$ cat src/rtl/ifu.sv
// Instruction fetch unit: a three-state fetch engine with at most one outstanding
// memory request, a single-entry instruction holding register, and redirect handling.
module ifu #(
  parameter logic [31:0] RESET_PC = 32'h8000_0000
) (
  input  logic        clock,
  input  logic        reset,
  output logic        imem_req,
  output logic [31:0] imem_addr,
  input  logic        imem_gnt,
  input  logic        imem_rvalid,
  input  logic [31:0] imem_rdata,
  output logic [31:0] inst,
  output logic [31:0] inst_pc,
  output logic        inst_valid,
  input  logic        inst_ready,
  input  logic        redirect,
  input  logic [31:0] redirect_pc,
  output logic [1:0]  dbg_state
);

  typedef enum logic [1:0] {
    S_FETCH = 2'd0,
    S_WAIT  = 2'd1,
    S_HOLD  = 2'd2
  } state_t;

  // Handshakes: imem_req/imem_gnt transfer an address when both are high on a rising
  // edge; imem_rvalid returns data only while WAIT; inst_valid/inst_ready transfer inst
  // when both are high; inst_valid never drops without a transfer except on redirect.
  state_t      state_q, state_d;
  logic [31:0] pc_q, pc_d;
  logic        discard_q, discard_d;
  logic [31:0] inst_q, inst_d;
  logic [31:0] inst_pc_q, inst_pc_d;
  logic [31:0] redirect_target;

  assign redirect_target = {redirect_pc[31:2], 2'b00};

  always_ff @(posedge clock) begin
    if (reset) begin
      state_q   <= S_FETCH;
      pc_q      <= RESET_PC;
      discard_q <= 1'b0;
      inst_q    <= 32'h0;
      inst_pc_q <= 32'h0;
    end else begin
      state_q   <= state_d;
      pc_q      <= pc_d;
      discard_q <= discard_d;
      inst_q    <= inst_d;
      inst_pc_q <= inst_pc_d;
    end
  end

  always_comb begin
    state_d   = state_q;
    pc_d      = pc_q;
    discard_d = discard_q;
    inst_d    = inst_q;
    inst_pc_d = inst_pc_q;
    unique case (state_q)
      S_FETCH: begin
        if (imem_gnt) state_d = S_WAIT;
        if (redirect) begin
          pc_d = redirect_target;
          // A granted request already carries the stale address; drop its response.
          if (imem_gnt) discard_d = 1'b1;
        end
      end
      S_WAIT: begin
        if (imem_rvalid) begin
          state_d   = S_FETCH;
          discard_d = 1'b0;
          if (redirect) begin
            pc_d = redirect_target;
          end else if (!discard_q) begin
            inst_d    = imem_rdata;
            inst_pc_d = pc_q;
            state_d   = S_HOLD;
          end
        end else if (redirect) begin
          pc_d      = redirect_target;
          discard_d = 1'b1;
        end
      end
      S_HOLD: begin
        if (redirect) begin
          pc_d    = redirect_target;
          state_d = S_FETCH;
        end else if (inst_ready) begin
          pc_d    = pc_q + 32'd4;
          state_d = S_FETCH;
        end
      end
      default: state_d = S_FETCH;
    endcase
  end

  assign imem_req   = (state_q == S_FETCH);
  assign imem_addr  = pc_q;
  assign inst_valid = (state_q == S_HOLD);
  assign inst       = inst_q;
  assign inst_pc    = inst_pc_q;
  assign dbg_state  = state_q;

endmodule

$ cat config.mk
export PLATFORM = sky130hd
export DESIGN_NAME = ifu
export DESIGN_NICKNAME = d
export VERILOG_FILES = /design/src/rtl/ifu.sv
export SDC_FILE = /design/constraint.sdc
export NUM_CORES = 1
export LEC_CHECK = 0
export BUFFER_PORTS_ARGS = -buffer_cell sky130_fd_sc_hd__buf_2
export CAP_MARGIN = 10
export CORE_MARGIN = 5
export CORE_UTILIZATION = 44
export DETAILED_ROUTE_END_ITERATION = 7
export MAX_ROUTING_LAYER = met4
export PLACE_DENSITY = 0.76
export SYNTH_ARGS = -nofsm -noshare
export SYNTH_HDL_FRONTEND = slang
export SYNTH_SLANG_ARGS = --single-unit
$ cat constraint.sdc
create_clock -name clock -period 1.9 [get_ports clock]
set_input_delay 0.19 -clock clock [delete_from_list [all_inputs] [get_ports clock]]
set_output_delay 0.19 -clock clock [all_outputs]
set_load 0.05 [all_outputs]
==> results.sh, run 1 <==
export IMPL_timing_setup_tns_ns=0
export IMPL_synth_lib_cells_used_distinct=55
export IMPL_clock_sinks=95
export IMPL_min_period_ns=1.853
export IMPL_post_route_cell_area_mm2=0.005682
export IMPL_fin_cells=887
export IMPL_crit_end_element="flip-flop"
export IMPL_synth_ff_type="sky130_fd_sc_hd__dfxtp_1"
export IMPL_ctsRootBufferMaster="sky130_fd_sc_hd__clkbuf_8"
export IMPL_cp_start_kind="flip-flop"
export IMPL_finalMaxSlewViolations=0
export IMPL_max_clock_path_buffers=2
export IMPL_synth_sequential_area_ratio_pct=43.45
export IMPL_wl_per_cell_um=15.12
export IMPL_grt_setup_unrepaired="true"
export IMPL_fraction_of_power_spent_switching_nets_pct=31.10
export IMPL_final_min_period_over_clock_period_pct=97.53
export IMPL_fp_dieW_um=109.7
export IMPL_clk_latency_ns=0.36
export IMPL_post_route_cells_drive_above_1_share_pct=32.23
export IMPL_cts_hold_repair_buffers=0
export IMPL_htree_num_levels=3
export IMPL_grt_pass1_vias=4454
export IMPL_aggregate_global_routing_overflow=0
export IMPL_combPwrFrac_pct=17.3
export IMPL_finish_net_count=821
export IMPL_power_density_mw_per_mm2=707.2
export IMPL_drt_first_iter_violations=327
export IMPL_post_cts_setup_buffer_count=0
export IMPL_synthesis_instances=588
export IMPL_grt_pass1_wl_um=21120
export IMPL_power_frac_clock_pct=29.6
export IMPL_route_detailed_drc=0
export IMPL_design_die_area_mm2=0.01204
export IMPL_worstPathArrival_ns=2.15
export IMPL_synthToLayoutAreaGrowth_pct=29.82
export IMPL_finalSetupViolations=0
export IMPL_post_dp_area_mm2=0.005505
export IMPL_peak_vdd_ir_mv=0.3378
export IMPL_first_pass_iters=5
export IMPL_synth_edff_count=0
export IMPL_layout_commonest_cell="sky130_fd_sc_hd__buf_2"
export IMPL_die_height_um=109.7
export IMPL_run_status="finished, final reports clean"
export IMPL_coreArea_mm2=0.009729
export IMPL_critical_path_slowest_cell="sky130_fd_sc_hd__dfxtp_4"
export IMPL_gp_congestion=0.9067
export IMPL_power_leakage_uw=0.002452
export IMPL_antenna_cells=0
export IMPL_antenna_violating_nets_post_route=0
export IMPL_ys_seq_elements=95
export IMPL_routed_wirelength_um=13410
export IMPL_grt_max_degree=45
export IMPL_synth_area_per_cell_um2=7.443
export IMPL_p_seq_share_pct=53.1
export IMPL_clk_pin_slew_worst_paths_ns=0.09
export IMPL_timing_worst_setup_path_type="flip-flop to flip-flop"
export IMPL_route_detailed_vias_per_inst=5.345
export IMPL_dp_hpwl_um=9870
export IMPL_rows=36
export IMPL_layout_common_cells="sky130_fd_sc_hd__buf_2, sky130_fd_sc_hd__nand2_1, sky130_fd_sc_hd__a21oi_1"
export IMPL_p_sw_uw=1250
export IMPL_synth_yosys_warnings=0
export IMPL_crit_path_cell_trace="ha_4 > nand3_4 > buf_4 > nor4_1 > nand3_1 > or3_1 > a31oi_1"
export IMPL_critical_path_fanouts_max=8
export IMPL_maxCapViolations=0
export IMPL_placement_io_buffers=163
export IMPL_synth_cell_area_mm2=0.004377
export IMPL_worst_clock_skew_ns=0.008149
export IMPL_cp_slowest_stage_delay_ns=0.40
export IMPL_via_count=4741
export IMPL_cp_required_ns=2.19
export IMPL_fmax_mhz=539.7
export IMPL_grt_util_all_layers_pct=22.68
export IMPL_pin_count=170
export IMPL_initial_antenna_violation_count=0
export IMPL_hold_slack_ns=0.05562
export IMPL_numPlacedInstances=872
export IMPL_clock_buffers_created_by_tritoncts=9
export IMPL_starting_density_of_the_core_pct=44.98
export IMPL_clock_tree_from_tritoncts="built"
export IMPL_hold_violations=0
export IMPL_hold_class="input pin to flip-flop"
export IMPL_p_int_uw=2769
export IMPL_synthArstFlopShare_pct=0
[kinds of logic (layout without fill, tap and decap cells)]
| kind of cell | count (synthesis) | count (layout) | synth area share [%] |
|---|---|---|---|
| other | 1 | 4 | 0.08568 |
| buffers and inverters | 53 | 216 | 5.117 |
| AOI/OAI and AO/OA | 144 | 144 | 19.07 |
| adders and majority gates | 1 | 1 | 0.2858 |
| muxes | 9 | 9 | 2.116 |
| and+or+nand+nor | 285 | 285 | 29.87 |
| DFF | 95 | 95 | 43.45 |
[synth_stat cells (2+ instances only)]
library cell / count / share of area, %
sky130_fd_sc_hd__mux2_2: 2 / 0.51
sky130_fd_sc_hd__nor4_1: 4 / 0.57
sky130_fd_sc_hd__and4_1: 4 / 0.80
sky130_fd_sc_hd__clkbuf_1: 36 / 3.1
sky130_fd_sc_hd__a22o_1: 2 / 0.40
sky130_fd_sc_hd__mux2i_1: 7 / 1.6
sky130_fd_sc_hd__buf_2: 7 / 0.80
sky130_fd_sc_hd__o21ai_0: 14 / 1.6
sky130_fd_sc_hd__o22ai_1: 4 / 0.57
sky130_fd_sc_hd__nor4_2: 4 / 1.1
sky130_fd_sc_hd__and2_1: 4 / 0.57
sky130_fd_sc_hd__o221ai_1: 2 / 0.40
sky130_fd_sc_hd__nor3_1: 12 / 1.4
sky130_fd_sc_hd__a21o_1: 5 / 0.86
sky130_fd_sc_hd__a211oi_1: 2 / 0.34
sky130_fd_sc_hd__nand2b_1: 7 / 1.0
sky130_fd_sc_hd__dfxtp_1: 95 / 43
sky130_fd_sc_hd__a31oi_1: 10 / 1.4
sky130_fd_sc_hd__buf_4: 4 / 0.69
sky130_fd_sc_hd__nand2_1: 159 / 14
sky130_fd_sc_hd__nand4_1: 11 / 1.6
sky130_fd_sc_hd__nor2_1: 39 / 3.3
sky130_fd_sc_hd__a2bb2oi_1: 2 / 0.40
sky130_fd_sc_hd__or3_1: 5 / 0.71
sky130_fd_sc_hd__inv_1: 4 / 0.34
sky130_fd_sc_hd__a22oi_1: 3 / 0.51
sky130_fd_sc_hd__a21oi_1: 87 / 9.9
sky130_fd_sc_hd__and3_1: 6 / 0.86
sky130_fd_sc_hd__nand3_1: 19 / 2.2
sky130_fd_sc_hd__nor3b_1: 2 / 0.34
sky130_fd_sc_hd__a32o_1: 2 / 0.46
[final cells by class]
| class | instances | area (µm²) |
|---|---|---|
| inverters | 4 | 15.01 |
| clock buffers | 12 | 145.1 |
| clock inverters | 3 | 18.77 |
| repair buffers | 197 | 1074 |
| flip-flops and latches | 95 | 1944 |
| well taps | 133 | 166.4 |
| multi-input cells | 443 | 2318 |
| fillers | 896 | 4048 |
[sequential cells by signal (all words and copies together) (netlist names)]
name	cells
imem_addr	30
discard_q	1
inst_pc	30
inst	32
dbg_state	2
[path summary, 6_finish.rpt]
check	from	cells after the start	endpoint	slack [ns]
setup / recovery	imem_addr[3]$_SDFFE_PP0P_	7	imem_addr[26]$_SDFFE_PP0P_	0.05
hold / removal	imem_rdata[17]	3	inst[17]$_SDFFE_PP0P_	0.06
setup reg to reg	imem_addr[3]$_SDFFE_PP0P_	7	imem_addr[26]$_SDFFE_PP0P_	0.05
hold reg to reg	inst[1]$_SDFFE_PP0P_	2	inst[1]$_SDFFE_PP0P_	0.45
[worst max-delay path, delay by kind of cell, from the launching register on]
family                   cells  cell delay [ns]
flip-flops                   1             0.40
buffers and inverters        1             0.16
adder cells (fa/ha/maj)      1             0.16
AO/OA/AOI/OAI                1             0.16
AND/OR/NAND/NOR              4             0.92
[metal layers]
layer  GRT usage (%)  share of wire, %  up-vias
met4           9.528               2.3        0
li1                -                 -     2350
met2           36.44                49      153
met1           28.31                44     2214
met5               -                 0        -
met3           3.699               5.5       24
[what timing repair did]
action                                  4_1_cts  5_1_grt
hold endpoints to repair                      0        0
endpoints found under the setup margin        0        5
gates resized for setup                       0        2
[power by group through the flow]
stage	Combinational (µW)	Sequential, µW	Clock (µW)
finish	694	2130	1190
floorplan	262	2380	0
global route	745	2150	1300
detailed placement	692	2180	0
CTS	695	2130	1220
global placement	682	2170	0
[stage by stage]
step	util, %	total power [µW]	setup slack, ns
2_1_floorplan	-	2643	-0.09949
3_3_place_gp	56.58	2855	0.06670
3_5_place_dp	56.58	2870	0.05061
4_1_cts	58.27	4050	0.03629
5_1_grt	58.40	4187	-0.04829
6_report	58.40	4018	0.04699
No activity file was read; power rests on OpenSTA's default activity.
==> run 2, diff against run 1 <==
--- a/constraint.sdc
+++ b/constraint.sdc
@@ -3,2 +3,2 @@
 set_output_delay 0.19 -clock clock [all_outputs]
-set_load 0.05 [all_outputs]
+set_load 0.005 [all_outputs]
==> results.sh, run 2 (same netlist as run 1, synthesis figures left out) <==
export IMPL_timing_worst_setup_path_type="flip-flop to flip-flop"
export IMPL_design_die_area_mm2=0.01204
export IMPL_grt_max_degree=43
export IMPL_r2r_cells=5
export IMPL_worstPathArrival_ns=2.09
export IMPL_critical_path_fanouts_max=7
export IMPL_antenna_violating_nets_post_route=0
export IMPL_final_min_period_over_clock_period_pct=96.78
export IMPL_min_period_ns=1.839
export IMPL_clock_sinks=95
export IMPL_power_leakage_uw=0.002546
export IMPL_placement_setup_worst_slack_ns=-0.04895
export IMPL_ctsRootBufferMaster="sky130_fd_sc_hd__clkbuf_8"
export IMPL_layout_common_cells="sky130_fd_sc_hd__buf_2, sky130_fd_sc_hd__nand2_1, sky130_fd_sc_hd__dfxtp_1"
export IMPL_post_route_cell_area_mm2=0.005803
export IMPL_combPwrFrac_pct=13.1
export IMPL_route_detailed_drc=0
export IMPL_aggregate_global_routing_overflow=0
export IMPL_fin_ws_ns=0.06126
export IMPL_hold_class="input pin to flip-flop"
export IMPL_post_dp_area_mm2=0.005582
export IMPL_fillCellCount=901
export IMPL_hold_violations=0
export IMPL_routed_wirelength_um=13820
export IMPL_worst_clock_skew_ns=0.007268
export IMPL_finalSetupViolations=0
export IMPL_cp_start_kind="flip-flop"
export IMPL_cp_required_ns=2.15
export IMPL_post_route_cells_drive_above_1_share_pct=31.99
export IMPL_placement_io_buffers=163
export IMPL_initial_antenna_violation_count=0
export IMPL_via_count=4822
export IMPL_grt_util_all_layers_pct=22.91
export IMPL_power_density_mw_per_mm2=683.4
export IMPL_fraction_of_power_spent_switching_nets_pct=26.80
export IMPL_clock_buffers_created_by_tritoncts=9
export IMPL_grt_pass1_wl_um=21340
export IMPL_p_seq_share_pct=53.3
export IMPL_first_pass_iters=5
export IMPL_layout_commonest_cell="sky130_fd_sc_hd__buf_2"
export IMPL_clock_tree_from_tritoncts="built"
export IMPL_wl_per_cell_um=15.32
export IMPL_finalMaxSlewViolations=0
export IMPL_htree_num_levels=3
export IMPL_crit_end_element="flip-flop"
export IMPL_p_int_uw=2903
export IMPL_pin_count=170
export IMPL_die_height_um=109.7
export IMPL_gp_congestion=0.8963
export IMPL_clk_pin_slew_worst_paths_ns=0.10
export IMPL_route_detailed_vias_per_inst=5.346
export IMPL_peak_vdd_ir_mv=0.3222
export IMPL_maxCapViolations=0
export IMPL_starting_density_of_the_core_pct=44.98
export IMPL_largest_register_ff_count=32
export IMPL_fp_dieW_um=109.7
export IMPL_clk_latency_ns=0.37
export IMPL_fmax_mhz=543.9
export IMPL_coreArea_mm2=0.009729
export IMPL_cts_hold_repair_buffers=0
export IMPL_timing_hold_worst_path_depth=3
export IMPL_drt_first_iter_violations=431
export IMPL_grt_setup_unrepaired="true"
export IMPL_grt_pass1_vias=4561
export IMPL_finish_net_count=836
export IMPL_rows=36
export IMPL_antenna_cells=0
export IMPL_p_sw_uw=1063
export IMPL_synthToLayoutAreaGrowth_pct=32.59
export IMPL_run_status="finished, final reports clean"
export IMPL_timing_setup_tns_ns=0
export IMPL_power_frac_clock_pct=33.6
export IMPL_dp_hpwl_um=10340
export IMPL_max_clock_path_buffers=2
run 2: worst paths after layout:
| kind | start | end | slack [ns] |
|---|---|---|---|
| setup / recovery | imem_addr[12]$_SDFFE_PP0P_ | imem_addr[28]$_SDFFE_PP0P_ | 0.06 |
| hold / removal | imem_rdata[7] | inst[7]$_SDFFE_PP0P_ | 0.05 |
| setup reg to reg | imem_addr[12]$_SDFFE_PP0P_ | imem_addr[28]$_SDFFE_PP0P_ | 0.06 |
| hold reg to reg | inst[5]$_SDFFE_PP0P_ | inst[5]$_SDFFE_PP0P_ | 0.46 |
run 2: what timing repair did:
action | 4_1_cts | 5_1_grt
pin swaps | 0 | 1
cloned | 0 | 0
resized for setup | 1 | 3
endpoints found under the setup margin | 2 | 3
setup buffers | 0 | 0
run 2: power groups by stage:
stage,sequential (µW),combinational [µW],clock (µW)
after floorplan,2170,235,0
after global placement,2150,505,0
after detailed placement,2160,516,0
after CTS,2110,518,1370
after global routing,2120,571,1440
final,2110,519,1330
run 2: metal layers:
| layer | GRT usage, % | wire length, µm | up-vias |
|---|---|---|---|
| met3 | 2.936 | 793 | 31 |
| met1 | 27.92 | 5822 | 2256 |
| met2 | 37.53 | 6828 | 162 |
| li1 | - | - | 2373 |
| met4 | 11.04 | 376 | 0 |
| met5 | - | 0 | - |
run 2: stage by stage:
| step | instances | utilization [%] | hold slack [ns] | total power, µW |
|---|---|---|---|---|
| after detailed placement | 887 | 57.37 | 0.4361 | 2672 |
| after CTS | 902 | 59.39 | 0.02948 | 3994 |
| after global placement | 887 | 57.37 | 0.4299 | 2656 |
| final | 902 | 59.65 | 0.04512 | 3966 |
| after floorplan | 591 | - | 0.3260 | 2404 |
| after global routing | 902 | 59.65 | 0.04187 | 4132 |
run 2: area by class of cell:
| class | instances | area [µm²] | share of cell area [%] |
|---|---|---|---|
| multi-input cells | 443 | 2313 | 39.87 |
| flip-flops and latches | 95 | 1904 | 32.82 |
| clock inverters | 6 | 68.82 | 1.186 |
| inverters | 4 | 15.01 | 0.2587 |
| well taps | 133 | 166.4 | 2.868 |
| clock buffers | 9 | 123.9 | 2.135 |
| repair buffers | 212 | 1211 | 20.87 |
run 2: critical path: stages, from the launching register on:
cell and delay [ns]:
sky130_fd_sc_hd__dfxtp_1 0.34, sky130_fd_sc_hd__nand4_1 0.20, sky130_fd_sc_hd__or4_4 0.64, sky130_fd_sc_hd__nor3_2 0.22, sky130_fd_sc_hd__mux2i_1 0.25, sky130_fd_sc_hd__o21ai_2 0.06
==> run 3, diff against run 2 <==
CORE_ASPECT_RATIO = 0.6   (was default)
==> results.sh, run 3 (same netlist as run 1, synthesis figures left out) <==
export IMPL_worstPathArrival_ns=2.08
export IMPL_placement_io_buffers=163
export IMPL_post_route_cells_drive_above_1_share_pct=32.07
export IMPL_maxCapViolations=0
export IMPL_antenna_cells=0
export IMPL_timing_hold_worst_path_depth=3
export IMPL_fin_ws_ns=0.04748
export IMPL_min_to="inst[17]$_SDFFE_PP0P_"
export IMPL_pin_count=170
export IMPL_layout_common_cells="sky130_fd_sc_hd__buf_2, sky130_fd_sc_hd__nand2_1, sky130_fd_sc_hd__dfxtp_1"
export IMPL_power_leakage_uw=0.002569
export IMPL_starting_density_of_the_core_pct=44.78
export IMPL_wl_per_cell_um=15.68
export IMPL_rr_startpoint="imem_addr[2]$_SDFFE_PP0P_"
export IMPL_clk_latency_ns=0.34
export IMPL_fp_dieW_um=138.8
export IMPL_rows=28
export IMPL_clock_tree_from_tritoncts="built"
export IMPL_min_period_ns=1.853
export IMPL_power_density_mw_per_mm2=754.8
export IMPL_finish_net_count=833
export IMPL_finalMaxSlewViolations=0
export IMPL_via_count=4858
export IMPL_fmax_mhz=539.8
export IMPL_drt_first_iter_violations=401
export IMPL_die_height_um=87.26
export IMPL_r2r_cells=7
export IMPL_cp_start_kind="flip-flop"
export IMPL_synthToLayoutAreaGrowth_pct=34.39
export IMPL_crit_end_element="flip-flop"
export IMPL_layout_commonest_cell="sky130_fd_sc_hd__buf_2"
export IMPL_timing_worst_setup_path_type="flip-flop to flip-flop"
export IMPL_dp_hpwl_um=10530
export IMPL_hold_violations=0
export IMPL_grt_util_all_layers_pct=23.70
export IMPL_clock_buffers_created_by_tritoncts=9
export IMPL_hold_slack_ns=0.07597
export IMPL_grt_pass1_wl_um=22910
export IMPL_placement_setup_worst_slack_ns=-0.005420
export IMPL_antenna_violating_nets_post_route=0
export IMPL_htree_num_levels=3
export IMPL_finalSetupViolations=0
export IMPL_coreArea_mm2=0.009774
export IMPL_grt_max_degree=46
export IMPL_grt_pass1_vias=4660
export IMPL_ctsRootBufferMaster="sky130_fd_sc_hd__clkbuf_16"
export IMPL_worst_clock_skew_ns=0.005214
export IMPL_clk_pin_slew_worst_paths_ns=0.07
export IMPL_route_detailed_drc=0
export IMPL_r2r_slack_ns=0.05
export IMPL_clock_sinks=95
export IMPL_aggregate_global_routing_overflow=0
export IMPL_hold_class="input pin to flip-flop"
export IMPL_critical_path_fanouts_max=6
export IMPL_cp_required_ns=2.13
export IMPL_max_clock_path_buffers=2
export IMPL_peak_vdd_ir_mv=0.5422
export IMPL_r2r_end="imem_addr[31]$_SDFFE_PP1P_"
export IMPL_first_pass_iters=5
export IMPL_routed_wirelength_um=14150
export IMPL_initial_antenna_violation_count=0
export IMPL_run_status="finished, final reports clean"
export IMPL_gp_congestion=0.9100
export IMPL_final_min_period_over_clock_period_pct=97.50
export IMPL_post_cts_setup_buffer_count=0
export IMPL_largest_register_ff_count=32
export IMPL_finalCoreUtilization_pct=60.18
export IMPL_cts_hold_repair_buffers=0
export IMPL_route_detailed_vias_per_inst=5.386
export IMPL_hold_start="imem_rdata[17]"
export IMPL_grt_setup_unrepaired="true"
export IMPL_design_die_area_mm2=0.01211
run 3: metal layers:
layer,wire length [µm],global-route usage (%)
met5,0,-
met1,6393,31.31
met2,6288,36.37
met4,110,4.618
met3,1355,7.405
run 3: cell type report:
type | instances | area, µm²
timing repair buffer | 209 | 1189
tap | 135 | 168.9
clock buffer | 9 | 225.2
fill | 876 | 3892
clock inverter | 7 | 72.57
sequential | 95 | 1904
inverter | 4 | 15.01
multi-input combinational | 443 | 2307
run 3: worst max path at each step:
stage                         startpoint                         end  slack, ns  cells past startpoint
5_1_grt        imem_addr[3]$_SDFFE_PP0P_  imem_addr[31]$_SDFFE_PP1P_      -0.05                      7
3_5_place_dp   imem_addr[2]$_SDFFE_PP0P_  imem_addr[28]$_SDFFE_PP0P_     -0.005                      7
4_1_cts        imem_addr[2]$_SDFFE_PP0P_  imem_addr[26]$_SDFFE_PP0P_       0.04                      7
6_report       imem_addr[2]$_SDFFE_PP0P_  imem_addr[31]$_SDFFE_PP1P_       0.05                      7
2_1_floorplan  imem_addr[2]$_SDFFE_PP0P_  imem_addr[28]$_SDFFE_PP0P_      0.001                      7
3_3_place_gp   imem_addr[2]$_SDFFE_PP0P_  imem_addr[28]$_SDFFE_PP0P_       0.04                      7
run 3: repair_timing:
item                       4_1_cts  5_1_grt
setup endpoints to repair        3        3
gates resized for setup          1        3
gates cloned                     0        0
pin swaps                        0        3
run 3: worst max-delay path, stage by stage (launching register included):
cell	delay, ns
sky130_fd_sc_hd__dfxtp_2	0.33
sky130_fd_sc_hd__buf_4	0.14
sky130_fd_sc_hd__nand4_1	0.20
sky130_fd_sc_hd__nor4_2	0.30
sky130_fd_sc_hd__buf_4	0.19
sky130_fd_sc_hd__nand4_1	0.10
sky130_fd_sc_hd__mux2_2	0.29
sky130_fd_sc_hd__o22a_1	0.18
run 3: metrics by stage:
stage	std cells	area (µm²)	TNS, ns	power (µW)
3_3_place_gp	887	5569	0	2653
2_1_floorplan	591	4398	0	2404
6_report	902	5882	0	4440
3_5_place_dp	887	5569	-0.005420	2672
4_1_cts	902	5863	0	4480
5_1_grt	902	5882	-0.1298	4626
run 3: where the power goes:
group | switching [µW] | total (µW) | internal, µW
clock network | 780 | 1800 | 1020
logic | 287 | 519 | 232
registers | 60.7 | 2120 | 2060
